`config.mk`:
```
export PLATFORM = sky130hd
export DESIGN_NAME = exc_ctrl_flat
export DESIGN_NICKNAME = d
export VERILOG_FILES = /design/src/rtl/exc_ctrl_if.sv /design/src/rtl/exc_ctrl.sv /design/src/flat_wrapper.sv
export SDC_FILE = /design/constraint.sdc
export NUM_CORES = 1
export LEC_CHECK = 0
export ABC_CLOCK_PERIOD_IN_PS = 1900
export BUFFER_PORTS_ARGS = -buffer_cell sky130_fd_sc_hd__buf_2
export CAP_MARGIN = 30
export CELL_PAD_IN_SITES_DETAIL_PLACEMENT = 1
export CELL_PAD_IN_SITES_GLOBAL_PLACEMENT = 1
export CORE_ASPECT_RATIO = 2
export CORE_MARGIN = 1
export CORE_UTILIZATION = 16
export CTS_CLUSTER_DIAMETER = 50
export DETAILED_ROUTE_END_ITERATION = 6
export GPL_ROUTABILITY_DRIVEN = 1
export MAX_ROUTING_LAYER = met4
export PLACE_DENSITY_LB_ADDON = 0.1
export SLEW_MARGIN = 20
export SYNTH_ARGS = -nofsm -noshare
export SYNTH_HDL_FRONTEND = slang
export SYNTH_SLANG_ARGS = --single-unit
```
`constraint.sdc`:
```
create_clock -name clk -period 1.9 [get_ports clk]
set_input_delay 0.19 -clock clk [delete_from_list [all_inputs] [get_ports clk]]
set_output_delay 0.19 -clock clk [all_outputs]
set_load 0.01 [all_outputs]
```
`src/rtl/exc_ctrl_if.sv`:
```
// rtl/exc_ctrl_if.sv - M-stage/CP0 bus between the pipeline and the exception arbiter
interface exc_ctrl_if;
  logic [5:0]  irq_in;
  logic [31:0] sr;
  logic [31:0] epc_in;
  logic        m_valid;
  logic [31:0] m_pc;
  logic        m_bd;
  logic [4:0]  m_exc;
  logic        m_eret;
  logic        cp0_we1;
  logic        cp0_we2;
  logic        cp0_bd;
  logic [4:0]  cp0_ex;
  logic [5:0]  cp0_hwint;
  logic [31:0] cp0_epc;
  logic        flush;
  logic        redirect;
  logic [31:0] pc_target;

  modport slave (
    input  irq_in, sr, epc_in, m_valid, m_pc, m_bd, m_exc, m_eret,
    output cp0_we1, cp0_we2, cp0_bd, cp0_ex, cp0_hwint, cp0_epc,
           flush, redirect, pc_target
  );

  modport master (
    output irq_in, sr, epc_in, m_valid, m_pc, m_bd, m_exc, m_eret,
    input  cp0_we1, cp0_we2, cp0_bd, cp0_ex, cp0_hwint, cp0_epc,
           flush, redirect, pc_target
  );
endinterface

```
`src/rtl/exc_ctrl.sv`:
```
// rtl/exc_ctrl.sv - exception/interrupt/eret arbitration ahead of CP0
// Optional IRQ_SYNC_EN: 2-flop synchronizer on irq_in.
module exc_ctrl #(
  parameter logic [31:0] HANDLER_PC = 32'h0000_4180
) (
  input logic       clk,
  input logic       reset,
  exc_ctrl_if.slave bus
);

  typedef enum logic {IDLE, GUARD} state_t;

  state_t     state, state_next;
  logic [5:0] irq_s;
  logic       irq_rdy;
  logic       exc_rdy;
  logic       unused_sr_bits;

`ifdef IRQ_SYNC_EN
  logic [5:0] irq_meta;
  logic [5:0] irq_sync;

  always_ff @(posedge clk or posedge reset) begin
    if (reset) begin
      irq_meta <= '0;
      irq_sync <= '0;
    end else begin
      irq_meta <= bus.irq_in;
      irq_sync <= irq_meta;
    end
  end

  assign irq_s = irq_sync;
`else
  assign irq_s = bus.irq_in;
`endif

  assign bus.cp0_hwint  = irq_s;
  assign unused_sr_bits = ^{bus.sr[31:16], bus.sr[9:2]};

  assign irq_rdy = (|(irq_s & bus.sr[15:10])) & bus.sr[0] & ~bus.sr[1];
  assign exc_rdy = bus.m_valid & (bus.m_exc != 5'd0) & ~bus.sr[1];

  always_ff @(posedge clk or posedge reset) begin
    if (reset) state <= IDLE;
    else       state <= state_next;
  end

  // Interrupt beats exception beats eret; a bubble defers a ready interrupt.
  always_comb begin
    state_next    = state;
    bus.cp0_we1   = 1'b0;
    bus.cp0_we2   = 1'b0;
    bus.cp0_bd    = 1'b0;
    bus.cp0_ex    = 5'd0;
    bus.cp0_epc   = 32'd0;
    bus.flush     = 1'b0;
    bus.redirect  = 1'b0;
    bus.pc_target = 32'd0;
    case (state)
      IDLE: begin
        if (irq_rdy && bus.m_valid) begin
          bus.cp0_we1   = 1'b1;
          bus.cp0_bd    = bus.m_bd;
          bus.cp0_epc   = bus.m_pc;
          bus.flush     = 1'b1;
          bus.redirect  = 1'b1;
          bus.pc_target = HANDLER_PC;
          state_next    = GUARD;
        end else if (exc_rdy) begin
          bus.cp0_we1   = 1'b1;
          bus.cp0_ex    = bus.m_exc;
          bus.cp0_bd    = bus.m_bd;
          bus.cp0_epc   = bus.m_pc;
          bus.flush     = 1'b1;
          bus.redirect  = 1'b1;
          bus.pc_target = HANDLER_PC;
          state_next    = GUARD;
        end else if (bus.m_valid && bus.m_eret) begin
          bus.cp0_we2   = 1'b1;
          bus.flush     = 1'b1;
          bus.redirect  = 1'b1;
          bus.pc_target = bus.epc_in;
          state_next    = GUARD;
        end
      end
      GUARD: begin
        // Pipeline is refilling; CP0 already holds the new SR/EPC.
        state_next = IDLE;
      end
      default: state_next = IDLE;
    endcase
  end

endmodule

```
`src/flat_wrapper.sv`:
```
// flat-port wrapper written by rule: the top's interface ports become plain ports
module exc_ctrl_flat 
#(
  parameter logic [31:0] HANDLER_PC = 32'h0000_4180
)
  (clk, reset, bus_irq_in, bus_sr, bus_epc_in, bus_m_valid, bus_m_pc, bus_m_bd, bus_m_exc, bus_m_eret, bus_cp0_we1, bus_cp0_we2, bus_cp0_bd, bus_cp0_ex, bus_cp0_hwint, bus_cp0_epc, bus_flush, bus_redirect, bus_pc_target);
  exc_ctrl_if bus_i ();
  input logic clk;
  input logic reset;
  input wire logic [$bits(bus_i.irq_in)-1:0] bus_irq_in;
  input wire logic [$bits(bus_i.sr)-1:0] bus_sr;
  input wire logic [$bits(bus_i.epc_in)-1:0] bus_epc_in;
  input wire logic [$bits(bus_i.m_valid)-1:0] bus_m_valid;
  input wire logic [$bits(bus_i.m_pc)-1:0] bus_m_pc;
  input wire logic [$bits(bus_i.m_bd)-1:0] bus_m_bd;
  input wire logic [$bits(bus_i.m_exc)-1:0] bus_m_exc;
  input wire logic [$bits(bus_i.m_eret)-1:0] bus_m_eret;
  output wire logic [$bits(bus_i.cp0_we1)-1:0] bus_cp0_we1;
  output wire logic [$bits(bus_i.cp0_we2)-1:0] bus_cp0_we2;
  output wire logic [$bits(bus_i.cp0_bd)-1:0] bus_cp0_bd;
  output wire logic [$bits(bus_i.cp0_ex)-1:0] bus_cp0_ex;
  output wire logic [$bits(bus_i.cp0_hwint)-1:0] bus_cp0_hwint;
  output wire logic [$bits(bus_i.cp0_epc)-1:0] bus_cp0_epc;
  output wire logic [$bits(bus_i.flush)-1:0] bus_flush;
  output wire logic [$bits(bus_i.redirect)-1:0] bus_redirect;
  output wire logic [$bits(bus_i.pc_target)-1:0] bus_pc_target;
  assign bus_i.irq_in = bus_irq_in;
  assign bus_i.sr = bus_sr;
  assign bus_i.epc_in = bus_epc_in;
  assign bus_i.m_valid = bus_m_valid;
  assign bus_i.m_pc = bus_m_pc;
  assign bus_i.m_bd = bus_m_bd;
  assign bus_i.m_exc = bus_m_exc;
  assign bus_i.m_eret = bus_m_eret;
  assign bus_cp0_we1 = bus_i.cp0_we1;
  assign bus_cp0_we2 = bus_i.cp0_we2;
  assign bus_cp0_bd = bus_i.cp0_bd;
  assign bus_cp0_ex = bus_i.cp0_ex;
  assign bus_cp0_hwint = bus_i.cp0_hwint;
  assign bus_cp0_epc = bus_i.cp0_epc;
  assign bus_flush = bus_i.flush;
  assign bus_redirect = bus_i.redirect;
  assign bus_pc_target = bus_i.pc_target;
  exc_ctrl #(.HANDLER_PC(HANDLER_PC)) u_core (.clk(clk), .reset(reset), .bus(bus_i));
endmodule
```
==> results of run 1 <==
==> metal layers <==
layer / vias up / part of all wire / GRT usage
met5: - / 0 / -
met4: 0 / 0.0043 / 0.00417
met3: 2 / 0.060 / 0.00107
met2: 78 / 0.63 / 0.291
met1: 787 / 0.31 / 0.119
li1: 823 / - / -
==> cells in the final DEF, fill, tap and decap left out <==
cell type	instances
buf_2	167
a21oi_1	5
inv_1	31
buf_12	3
o211a_4	1
a21boi_1	33
a22oi_1	3
dfrtp_1	1
nor3b_2	1
a31o_1	1
nor3_2	1
nand2_1	9
o21ai_2	1
nand3b_1	2
buf_4	4
nand4bb_1	1
nand3_1	5
nor4_2	29
a31oi_4	1
and3b_1	1
or4_4	1
==> worst max path at each step <==
stage	start	endpoint	slack (ns)	cells past startpoint
global route	bus_m_exc[2]	bus_pc_target[24]	0.007	5
global placement	bus_m_exc[2]	bus_pc_target[18]	0.07	5
detailed placement	bus_m_exc[2]	bus_pc_target[4]	0.06	5
CTS	bus_m_exc[2]	bus_pc_target[4]	0.06	5
floorplan	bus_m_exc[2]	bus_redirect	0.20	6
finish	bus_m_exc[2]	bus_pc_target[1]	0.07	5
==> layout make-up <==
type,instances,share of cell area
flip-flops and latches,1,0.0124
inverters,31,0.0575
well taps,90,0.0557
repair buffers,174,0.458
multi-input cells,95,0.416
==> report_power, final <==
group	total (mW)	leakage [nW]	internal [mW]	switching (mW)
Clock	0	0	0	0
Sequential	0.0277	0.0124	0.0245	0.00318
Combinational	0.445	1.18	0.208	0.238
==> critical path, cell delays in order <==
cell and delay [ns]:
buf_2 0.11, or4_4 0.54, o211a_4 0.41, nor4_2 0.20, buf_2 0.18
==> cell families after synthesis <==
| logic type | count (synthesis) |
|---|---|
| buffers and inverters | 55 |
| AOI/OAI and AO/OA | 45 |
| and+or+nand+nor | 50 |
| DFF | 1 |
==> per-stage QoR <==
| step | setup WS, ns | util |
|---|---|---|
| after floorplan | 0.202 | - |
| after global placement | 0.0710 | 0.294 |
| after detailed placement | 0.0633 | 0.294 |
| after CTS | 0.0628 | 0.294 |
| after global routing | 0.00744 | 0.294 |
| final | 0.0694 | 0.294 |
==> run metrics, run 1 <==
Final setup viols 0; EDFF count, synth 0; # IOs 192; DR iter-0 viols about 40; Post-Syn Area 0.00113 mm2; largest net degree at the start of global routing 39; DP HPWL 4570 um; port bufs between 150 and 200; gr usage total 0.132; Synth warnings 0; Synth top area share 0.322; Die H 121 um; LEAKAGE 1.19 nW; CP required 1.71 ns; Slew Limit Fails 0; sequential area share after synthesis 0.0222; initial antenna violation count 0; Synth Area in Compound Gates 0.295; Mapped Nets ~260; Final Net Count 415; via/cell ratio 4.32; setup bufs post-CTS 0; mean post-synth cell area 7.47 um2; worst r2r src u_core.state; vias in the first global route between 1500 and 2000; via count 1690; predominant post-synthesis flop cell dfrtp_1; RSZ-0062 raised after global routing no; multi-input combinational cell area 842 um2; P&R area growth vs syn 79.2%; global-route wire length before repair 7420 um; crit share post-route 0.963; chip width approximately 61 um; Mapped Cells 151; Yosys cell types 23; ANT nets after route 0; # fillers 945; mux contribution to synthesized area 0; final hold violations 0; Peak supply drop between 0.04 and 0.05 mV; critical path arrival 1.64 ns; CP Max Fanout 30; #FFs+latches synth 1; PostCTS Resize Cnt 0; cell taking the most area after synthesis nor4_2; Die ar. about 0.0074 mm2; max reg flops 1; Hold Slack 0.0334 ns; final wirelength approximately 5300 um; simple-gate area share of the yosys netlist 0.435; Placed Cells 391; Slew HR 0.649; Non-Filler Instances about 400; Final TNS setup 0 ns; layout cells sized above 1 0.694; Skew-Pair Late Insertion Delay 0 ns; worst r2r path cells 4; hold_buf cts 0; placer congestion estimate 0.729; total power around 0.47 mW; fmax 0.546 GHz; Reg with most FFs u_core.state; P per Cell Area 234 mW/mm2; critical path class primary input to output port; gr ovfl total 0; clock-pin slew on the worst setup and hold paths 0 ns; Worst Hold Class primary input to asynchronous set/reset pin; Max-Cap Viols 0; Storage cell area 25.0 um2; Post-synth ARST share 1.00; CP Capture Type output port; post-synthesis adder-cell area fraction 0; RR Endpoint u_core.state; XOR/XNOR Fraction of Synth Area 0; WL per Instance between 10 and 15 um; design area 0.00202 mm2; min cycle time layout 1.83 ns; synth cell count leaders a21boi_1, inv_1, nor4_2; most frequent cell after synthesis a21boi_1; standard-cell rows 43; Initial Utilization 0.164; CORE AREA 0.00689 mm2; largest family of logic cells by synthesized area simple AND/OR/NAND/NOR gates; status finished clean; Tightest Pin Transition 0.527 ns; R2R Setup Slk 0.64 ns; Post-route DRC 0; biggest regs u_core.state (1); drt pass-1 iters 4; Area after DPL about 0.002 mm2; Final Skew 0 ns; CP Launch Type primary input; largest cells by area after synthesis nor4_2, a21boi_1, inv_1; antenna cell count 0
Note: power is estimated with default switching activity, not from simulation.
==> run 2, diff against run 1 <==
==> constraint.sdc (replaced) <==
create_clock -name clk -period 1.9 [get_ports clk]
set_input_delay 0.19 -clock clk [delete_from_list [all_inputs] [get_ports clk]]
set_output_delay 0.19 -clock clk [all_outputs]
set_load 0.05 [all_outputs]
==> run metrics, run 2 (same netlist as run 1, synthesis figures left out) <==
post-route setup slack -0.0180 ns (-0.0874 ns); CP max-delay cell or4_4; clock-pin slew on the worst setup and hold paths 0 ns (unchanged); largest net degree at the start of global routing 39 (unchanged); Reg with most FFs u_core.state; gr usage total 0.133 (+0.00107); CP required 1.71 ns (about the same); chip width 61.4 um (unchanged); max reg flops 1 (unchanged); # IOs 192 (unchanged); Peak supply drop 0.0885 mV (+88%); Slew Limit Fails 0 (unchanged); placer congestion estimate 0.727 (-0.21%); Post-route DRC 0 (unchanged); initial antenna violation count 0 (unchanged); final wirelength 5930 um (+12%); drt pass-1 iters 6 (+2); hold_buf cts 0 (unchanged); failing checks setup timing; layout cells sized above 1 0.769 (+0.0749); antenna cell count 0 (unchanged); DP HPWL 4490 um (-1.8%); slowest stage delay, CP 0.57 ns (+0.03 ns); final hold violations 0 (unchanged); RSZ-0062 raised after global routing yes; Final TNS setup -0.0396 ns (-0.0396 ns); status finished, violations left; CORE AREA 0.00689 mm2 (unchanged); Die H 121 um (unchanged); fmax 0.521 GHz (-4.6%); Final setup viols 4 (+4); critical path cell sequence buf_6 -> or4_4 -> buf_6 -> o21ai_4 -> buf_12 -> clkbuf_16 -> nand3_4 -> buf_8; Final Skew 0 ns (unchanged); biggest regs u_core.state (1); critical path class primary input to output port; commonest non-fill, non-tap cells in the layout buf_2, buf_4, inv_1; delay-heaviest family, CP buffers and inverters; Area after DPL 0.00216 mm2 (+6.6%); P&R area growth vs syn 122%; Initial Utilization 0.164 (unchanged); leading cell type in the layout, fill and taps excluded buf_2; via count 1736 (+2.7%); standard-cell rows 43 (unchanged); Bufs and invs on worst path 5 (+3); port bufs 167 (unchanged); Slew HR 0.732 (+0.0837); LEAKAGE 1.32 nW (+11%); global-route wire length before repair 7470 um (+0.55%); Tightest Pin Transition 0.401 ns (-0.126 ns); min cycle time layout 1.92 ns (+0.0874 ns); P per Cell Area 360 mW/mm2 (+54%); CP Max Fanout 6 (-80%); WL per Instance 14.8 um (+8.9%); Skew-Pair Late Insertion Delay 0 ns (unchanged); crit share post-route 1.01 (+0.0460); ANT nets after route 0 (unchanged); Die ar. 0.00741 mm2 (unchanged); vias in the first global route 1571 (+3.4%); Max-Cap Viols 0 (unchanged); design area 0.00250 mm2 (+24%); Final Net Count 426 (+2.7%); Setup WS pre-CTS -0.0648 ns (-0.128 ns); critical path arrival 1.73 ns (+0.09 ns); CP Launch Type primary input; Worst Hold Class primary input to asynchronous set/reset pin; gr ovfl total 0 (unchanged); CP Capture Type output port; total power 0.901 mW (+91%); via/cell ratio 4.32 (about the same); most used cell, CP buf_6; DR iter-0 viols 16 (-61%)
==> run 2: per-stage QoR <==
| stage | util | hold WS [ns] | cells |
|---|---|---|---|
| after floorplan | - | -0.0813 | 151 |
| after detailed placement | 0.313 | 0.0318 | 396 |
| after CTS | 0.321 | 0.0328 | 397 |
| after global routing | 0.363 | 0.0429 | 402 |
| after global placement | 0.313 | 0.0238 | 396 |
| final | 0.363 | 0.0341 | 402 |
==> run 2: final timing paths <==
kind                               startpoint                to  slack (ns)  depth (start not counted)
worst max-delay path             bus_m_exc[0]         bus_flush       -0.02                          8
worst min-delay path                    reset      u_core.state        0.03                          2
max in group asynchronous               reset      u_core.state        1.77                          2
worst max register to register   u_core.state      u_core.state        0.63                          4
worst min register to register   u_core.state      u_core.state        0.99                          5
min in group clk                bus_irq_in[2]  bus_cp0_hwint[2]        0.68                          2
==> run 2: area by class of cell <==
cell class,instances,area (um2)
flip-flops and latches,1,25.0
repair buffers,184,1300
well taps,90,113
inverters,31,116
multi-input cells,96,948
fillers,910,4390
==> run 2: power breakdown <==
part | switching, mW | internal (mW)
clock | 0 | 0
sequential | 0.00361 | 0.0245
combinational | 0.554 | 0.319
==> run 2: metal layers <==
layer,up-vias,global-route usage,share of wire,wire [um]
li1,850,-,-,-
met1,802,0.109,0.30,1800
met2,82,0.299,0.62,3710
met3,2,0.0107,0.068,405
met4,0,0.00417,0.0039,23
met5,-,-,0,0
==> run 2: worst register-to-register path, cell delays in order (launching register included) <==
cell and delay (ns):
dfrtp_1 0.40, nand4bb_1 0.21, a31o_2 0.25, buf_12 0.18, nand3_4 0.15
==> run 2: repair_timing <==
| action | in CTS | in global routing |
|---|---|---|
| setup endpoints to repair | 31 | 63 |
| buffers inserted | 0 | 2 |
| pin swaps | 0 | 2 |
| cloned | 1 | 3 |
| resized for setup | 15 | 99 |
| endpoints found under the hold margin | 0 | 0 |
==> run 3, diff against run 2 <==
--- a/config.mk
+++ b/config.mk
@@ -13,6 +13,7 @@
 export CORE_ASPECT_RATIO = 2
 export CORE_MARGIN = 1
 export CORE_UTILIZATION = 16
+export CTS_BUF_LIST = sky130_fd_sc_hd__clkbuf_8
 export CTS_CLUSTER_DIAMETER = 50
 export DETAILED_ROUTE_END_ITERATION = 6
 export GPL_ROUTABILITY_DRIVEN = 1
==> constraint.sdc (replaced) <==
create_clock -name clk -period 1.9 [get_ports clk]
set_input_delay 0.095 -clock clk [delete_from_list [all_inputs] [get_ports clk]]
set_output_delay 0.095 -clock clk [all_outputs]
set_load 0.05 [all_outputs]
==> run metrics, run 3 (same netlist as run 1, synthesis figures left out) <==
port bufs 167 (unchanged); WL per Instance 12.9 um (-13%); critical path arrival 1.69 ns (-0.04 ns); placer congestion estimate 0.790 (+8.6%); initial antenna violation count 0 (unchanged); Storage cell area 25.0 um2 (unchanged); CP Max Fanout 30 (+24); max reg flops 1 (unchanged); layout cells sized above 1 0.698 (-0.0716); commonest non-fill, non-tap cells in the layout buf_2, a21boi_1, inv_1; Tightest Pin Transition 0.528 ns (+0.126 ns); multi-input combinational cell area 851 um2 (-10%); P&R area growth vs syn 80.2%; Final setup viols 0 (-4); # fillers 941 (+3.4%); Die H 121 um (unchanged); worst r2r path cells 4 (unchanged); CORE AREA 0.00689 mm2 (unchanged); drt pass-1 iters 2 (-4); Slew Limit Fails 0 (unchanged); global-route wire length before repair 7110 um (-4.8%); min cycle time layout 1.78 ns (-0.137 ns); final hold violations 0 (unchanged); Skew-Pair Late Insertion Delay 0 ns (unchanged); via count 1665 (-4.1%); fmax 0.562 GHz (+7.7%); design area 0.00203 mm2 (-19%); Final Net Count 415 (-2.6%); DR iter-0 viols 34 (+18); critical path class primary input to output port; standard-cell rows 43 (unchanged); leading cell type in the layout, fill and taps excluded buf_2; Final Skew 0 ns (unchanged); R2R Setup Slk 0.72 ns (+0.09 ns); Slew HR 0.648 (-0.0841); PostCTS Resize Cnt 0 (-15); RR Endpoint u_core.state; Reg with most FFs u_core.state; Hold Slack 0.494 ns (+0.460 ns); worst r2r src u_core.state; Post-route DRC 0 (unchanged); P per Cell Area 372 mW/mm2 (+3.1%); status finished clean; biggest regs u_core.state (1); chip width 61.4 um (unchanged); hold_buf cts 1 (+1); Final Util 0.295 (-0.0680); antenna cell count 0 (unchanged); DP HPWL 4300 um (-4.2%); via/cell ratio 4.26 (-1.4%); RSZ-0062 raised after global routing no; total power 0.755 mW (-16%); Max-Cap Viols 0 (unchanged); ANT nets after route 0 (unchanged); largest net degree at the start of global routing 39 (unchanged); # IOs 192 (unchanged); setup bufs post-CTS 0 (unchanged); gr usage total 0.125 (-0.00836); gr ovfl total 0 (unchanged); Initial Utilization 0.164 (unchanged); crit share post-route 0.937 (-0.0723); Peak supply drop 0.128 mV (+45%); Worst Hold Class primary input to asynchronous set/reset pin; Die ar. 0.00741 mm2 (unchanged); CP Capture Type output port; vias in the first global route 1497 (-4.7%); Area after DPL 0.00202 mm2 (-6.2%); CP Launch Type primary input; CP required 1.80 ns (+0.09 ns); final wirelength 5030 um (-15%); LEAKAGE 1.19 nW (-9.2%); clock-pin slew on the worst setup and hold paths 0 ns (unchanged)
==> run 3: changes by cell type in the layout (fill, tap and decap cells not counted), moves of 2 or more <==
cell       before  now
a21boi_1       16   32
a21boi_2       17    1
buf_12          6    3
buf_2         110  167
buf_4          37    3
buf_6          18    0
buf_8           2    0
clkbuf_16       2    0
clkbuf_4        9    0
==> run 3: worst max-delay path, stage by stage <==
cell,delay (ns)
buf_2,0.11
or4_4,0.54
o211a_4,0.41
nor4_2,0.20
buf_2,0.31
==> run 3: layout make-up <==
class	count	area share
Inverter	31	0.0572
Multi-Input combinational cell	95	0.418
Tap cell	90	0.0554
Sequential cell	1	0.0123
Timing Repair Buffer	174	0.457
==> run 3: through the flow <==
stage	setup slack, ns	instances	setup TNS [ns]
finish	0.119	391	0
CTS	0.119	391	0
floorplan	-0.101	151	-3.82
detailed placement	0.127	390	0
global route	0.0450	391	0
global placement	0.131	390	0
==> run 3: report_power, final <==
| part | switching (mW) | leakage, nW | internal (mW) |
|---|---|---|---|
| logic | 0.519 | 1.18 | 0.209 |
| registers | 0.00300 | 0.0124 | 0.0245 |
| clock network | 0 | 0 | 0 |
==> run 3: worst max-delay path by stage <==
stage                             from                end  slack (ns)
after global routing      bus_m_exc[2]  bus_pc_target[31]        0.04
final                     bus_m_exc[2]  bus_pc_target[25]        0.12
after CTS                 bus_m_exc[2]  bus_pc_target[25]        0.12
after floorplan           u_core.state    bus_cp0_epc[26]       -0.10
after global placement    bus_m_exc[2]  bus_pc_target[28]        0.13
after detailed placement  bus_m_exc[2]  bus_pc_target[25]        0.13
==> run 3: routing by layer <==
metal | wire length (um) | track usage | vias to the layer above | share of wire
met5 | 0 | - | - | 0
met4 | 0 | 0 | 0 | 0
met3 | 410 | 0.0107 | 0 | 0.082
met2 | 2860 | 0.251 | 102 | 0.57
met1 | 1760 | 0.131 | 741 | 0.35
li1 | - | - | 822 | -
